$ cat config.mk
export PLATFORM = sky130hd
export DESIGN_NAME = word_rle_sink
export DESIGN_NICKNAME = d
export VERILOG_FILES = /design/src/rtl/word_rle_sink.sv
export SDC_FILE = /design/constraint.sdc
export NUM_CORES = 1
export LEC_CHECK = 0
export ABC_AREA = 1
export BUFFER_PORTS_ARGS = -buffer_cell sky130_fd_sc_hd__buf_2
export CORE_ASPECT_RATIO = 0.8
export CORE_MARGIN = 2
export CORE_UTILIZATION = 45
export DETAILED_ROUTE_END_ITERATION = 6
export SYNTH_ARGS = -nofsm -noshare
export SYNTH_HDL_FRONTEND = slang
export SYNTH_SLANG_ARGS = --single-unit
$ cat constraint.sdc
create_clock -name clk -period 2.6 [get_ports clk]
set_clock_uncertainty 0.05 [all_clocks]
set_input_delay 0.13 -clock clk [delete_from_list [all_inputs] [get_ports clk]]
set_output_delay 0.13 -clock clk [all_outputs]
set_load 0.03 [all_outputs]
$ cat src/rtl/word_rle_sink.sv
// rtl/word_rle_sink.sv - run-length encoder of an 8-bit word stream into {len, word} records
// Records queue in a small FIFO; a push that finds the FIFO full is dropped and flagged.

module word_rle_sink_fifo #(
  parameter int DEPTH = 4
) (
  input  logic        clk,
  input  logic        rst,
  input  logic [15:0] s_tdata,
  input  logic        s_tvalid,
  output logic [15:0] m_tdata,
  output logic        m_tvalid,
  input  logic        m_tready,
  output logic        overflow
);
  localparam int AW = (DEPTH > 1) ? $clog2(DEPTH) : 1;
  localparam logic [AW:0]   FULL    = (AW + 1)'(DEPTH);
  localparam logic [AW-1:0] PTR_ONE = AW'(1);
  localparam logic [AW:0]   OCC_ONE = (AW + 1)'(1);

  logic [15:0]   mem [DEPTH];
  logic [AW-1:0] wr_ptr;
  logic [AW-1:0] rd_ptr;
  logic [AW:0]   occ;
  logic          pop;
  logic          accept;

  assign m_tvalid = (occ != '0);
  assign pop      = m_tvalid && m_tready;
  // A full FIFO still takes a record when the head leaves on the same edge.
  assign accept   = s_tvalid && ((occ != FULL) || pop);
  assign m_tdata  = m_tvalid ? mem[rd_ptr] : 16'h0000;

  always_ff @(posedge clk or posedge rst) begin
    if (rst) begin
      wr_ptr   <= '0;
      rd_ptr   <= '0;
      occ      <= '0;
      overflow <= 1'b0;
    end else begin
      if (accept) wr_ptr <= wr_ptr + PTR_ONE;
      if (pop)    rd_ptr <= rd_ptr + PTR_ONE;
      case ({accept, pop})
        2'b10:   occ <= occ + OCC_ONE;
        2'b01:   occ <= occ - OCC_ONE;
        default: occ <= occ;
      endcase
      if (s_tvalid && !accept) overflow <= 1'b1;
    end
  end

  always_ff @(posedge clk) begin
    if (accept) mem[wr_ptr] <= s_tdata;
  end
endmodule

module word_rle_sink #(
  parameter int DEPTH   = 4,
  parameter int MAX_RUN = 255
) (
  input  logic        clk,
  input  logic        rst,
  input  logic [7:0]  __in0,
  input  logic        __in1,
  input  logic        __in2,
  input  logic        __in3,
  output logic [15:0] __out0,
  output logic        __out1,
  output logic        __out2
);
  typedef enum logic {IDLE, RUN} state_t;

  localparam logic [7:0] MAX_CNT = 8'(MAX_RUN);

  state_t      state;
  logic [7:0]  cur;
  logic [7:0]  cnt;
  logic        push;

  // The open run closes on flush, on a different word, or when it reaches MAX_RUN.
  always_comb begin
    push = 1'b0;
    if (state == RUN) begin
      if (__in2)
        push = 1'b1;
      else if (__in1 && ((__in0 != cur) || (cnt == MAX_CNT)))
        push = 1'b1;
    end
  end

  always_ff @(posedge clk or posedge rst) begin
    if (rst) begin
      state <= IDLE;
      cur   <= 8'h00;
      cnt   <= 8'h00;
    end else begin
      case (state)
        IDLE: begin
          if (__in1) begin
            state <= RUN;
            cur   <= __in0;
            cnt   <= 8'd1;
          end
        end
        RUN: begin
          if (__in1) begin
            if (push) begin
              cur <= __in0;
              cnt <= 8'd1;
            end else begin
              cnt <= cnt + 8'd1;
            end
          end else if (__in2) begin
            state <= IDLE;
          end
        end
        default: state <= IDLE;
      endcase
    end
  end

  word_rle_sink_fifo #(
    .DEPTH (DEPTH)
  ) u_fifo (
    .clk      (clk),
    .rst      (rst),
    .s_tdata  ({cnt, cur}),
    .s_tvalid (push),
    .m_tdata  (__out0),
    .m_tvalid (__out1),
    .m_tready (__in3),
    .overflow (__out2)
  );
endmodule

==> metrics.cfg <==
[outcome]
outcome=completed

[timing]
period_share_pct=93.8
slew_violations=0
fin_crit_ns=2.44
clock.fmax_mhz=410
setup_viol=0
hold_viol_final=0
rsz0062_at_grt=false
slew_headroom_pct=66.4
setup_tns_ns=0
worst_slew_pin_slew_ns=0.503

[die]
core_area_mm2=0.00848
fp.dieH_um=87.7
initial_core_util_pct=46.5
fp.dieW_um=109
ioPinCount=31
die-area_mm2=0.00953
num_rows=30

[route]
wl_met1_um=3960
drc=0
vias=2630
viasPerCell=4.91
totalWireLength_um=8020
drtAntennaViolNets=0
wl_met3_um=306
met2_length_um=3660
initialDrtViolationCount=103
wl_per_cell_um=15.0
drt-pass1-iter-count=4
routed.top_layer=met4

[placed_design]
gp_congestion=0.731
dp_hpwl_um=5000
dp.cells=510
portBuffers=30

[cells_and_area]
syn2layout_area_growth_pct=17.0
final_common_cell=nor2_1
nets=439
fin_cells=536
seq_area_mm2=0.00255
multi_input_area_mm2=0.00121
antenna_cells=0
fill_cells=792
final_cell_mix=74 x nor2_1, 64 x edfxtp_1, 38 x nand2_1, 36 x o21ai_0, 30 x buf_2
drive_gt1_share_pct=22.2

[synthesis]
ys_seq_area_share_pct=64.6
ys_ff_latch=89
yosys_warnings=0
synthCells=364
syn_avg_cell_area_um2=10.8
syn-num-nets=384
syn_area_mm2=0.00394
ys_types=31

[clocking]
root_buffer=clkbuf_8
clk_pin_slew_worst_paths_ns=0.08
htreeDepth=3
cts_sinks=89
clockBufferDepth=2
cts_buffers=9
clk_latency_ns=0.35
cts_tree=done

[worst_setup_path]
endpoint_kind=flop
cp.required_ns=2.78
reg2reg_depth=13
reg2reg_to=u_fifo.occ[2]
r2r_start=cur[6]
rrSetupSlack_ns=0.16
arrival_ns=2.62
path_max_fanout=7
crit_path_start_kind=flop
crit_type=flop to flop

[worst_hold_path]
min_path_type=input pin to flop
whs_endpoint=cur[7]
hold_start=__in0[7]
whs_path_depth=3

[power_and_ir_drop]
p_per_area_mw_per_mm2=1090
ir_drop_mv=0.550
leakagePower_nw=1.88

[run]
cap_violations=0

[grt]
grt_max_degree=35
grt_pass1_wl_um=13100
antenna_found_initial=0
grt_usage_pct=18.6
grt_pass1_vias=2600
grt_remaining_overflow=0

## timing repair
action,in CTS,in global routing
setup buffers,0,2
gates resized for setup,0,4
setup endpoints to repair,0,1
hold buffers,8,0
endpoints found under the hold margin,32,0
## power breakdown
| part | leakage (nW) | total (mW) | internal, mW | switching, mW |
|---|---|---|---|---|
| Clock | 0.108 | 1.04 | 0.546 | 0.492 |
| Combinational | 0.866 | 2.02 | 0.601 | 1.42 |
| Sequential | 0.902 | 1.96 | 1.85 | 0.106 |
| Total | 1.88 | 5.02 | 3.00 | 2.02 |
## worst max path at each step
| stage | start | endpoint | slack [ns] | cells past startpoint |
|---|---|---|---|---|
| 2_1_floorplan | cnt[0] | u_fifo.occ[2] | 0.20 | 13 |
| 4_1_cts | cnt[0] | u_fifo.occ[2] | 0.05 | 13 |
| 6_report | cur[6] | u_fifo.occ[2] | 0.16 | 13 |
| 3_5_place_dp | cnt[0] | u_fifo.occ[2] | 0.08 | 13 |
| 3_3_place_gp | cnt[0] | u_fifo.occ[2] | 0.15 | 13 |
| 5_1_grt | cur[3] | u_fifo.occ[2] | 0.009 | 13 |
## logic make-up after synthesis
| family | synth area share, % |
|---|---|
| AO/OA/AOI/OAI | 9.08 |
| XOR/XNOR | 2.44 |
| adder cells (fa/ha/maj) | 2.41 |
| buffers and inverters | 4.76 |
| flip-flops | 64.6 |
| AND/OR/NAND/NOR | 16.7 |
## critical path, stage by stage (launching register included)
cell and delay [ns]:
dfrtp_1 0.47, xnor2_1 0.19, nand2_1 0.09, nor2_2 0.14, nand3_1 0.11, nand2_2 0.12, nand2_4 0.09, nand2_4 0.07
ha_1 0.14, inv_1 0.06, fa_1 0.38, a21oi_1 0.14, o21ai_0 0.11, xor2_1 0.16
## cell type report
| cell class | count | share of cell area [%] |
|---|---|---|
| well taps | 112 | 3.04 |
| inverters | 31 | 2.52 |
| flip-flops and latches | 89 | 55.3 |
| clock buffers | 10 | 2.77 |
| clock inverters | 6 | 1.95 |
| multi-input cells | 231 | 26.3 |
| repair buffers | 57 | 8.09 |
## cells in the mapped netlist, drive strengths merged
| library cell | count | area (um^2) |
|---|---|---|
| clkbuf | 6 | 22.5 |
| nand4 | 2 | 27.5 |
| xor2 | 5 | 43.8 |
| buf | 7 | 48.8 |
| ha | 6 | 75.1 |
| fa | 1 | 20.0 |
| nor2 | 76 | 295 |
| a21o | 1 | 7.51 |
| o211ai | 1 | 7.51 |
| clkinv | 2 | 7.51 |
| o22ai | 2 | 12.5 |
| and3 | 1 | 6.26 |
| dfrtp | 25 | 626 |
| xnor2 | 6 | 52.6 |
| nor3 | 1 | 10.0 |
| nand3 | 12 | 60.1 |
| o21ai | 42 | 225 |
| edfxtp | 64 | 1920 |
| nand2 | 54 | 258 |
| a21oi | 21 | 105 |
| inv | 29 | 109 |
## sequential cells by signal, indices dropped and copies added, names as in the netlist
name	flops
u_fifo.mem	64
cnt	8
cur	8
u_fifo.occ	3
u_fifo.rd_ptr	2
u_fifo.wr_ptr	2
state	1
u_fifo.overflow	1
## per-stage QoR
stage	utilization, %	setup WS, ns	hold WS [ns]	area, um^2	power (mW)
5_1_grt	54.3	0.00913	0.0305	4610	5.37
3_5_place_dp	50.5	0.0836	0.159	4290	4.03
4_1_cts	54.1	0.0467	0.00407	4590	5.07
3_3_place_gp	50.5	0.150	0.155	4290	3.99
2_1_floorplan	-	0.205	0.107	3940	3.43
6_report	54.3	0.161	0.0165	4610	5.02
## per-layer routing
metal	global-route usage, %	vias to the layer above
li1	-	1325
met1	26.8	1247
met2	29.0	47
met3	4.24	11
met4	4.90	0
met5	0	-
No activity file was read; power rests on OpenSTA's default activity.
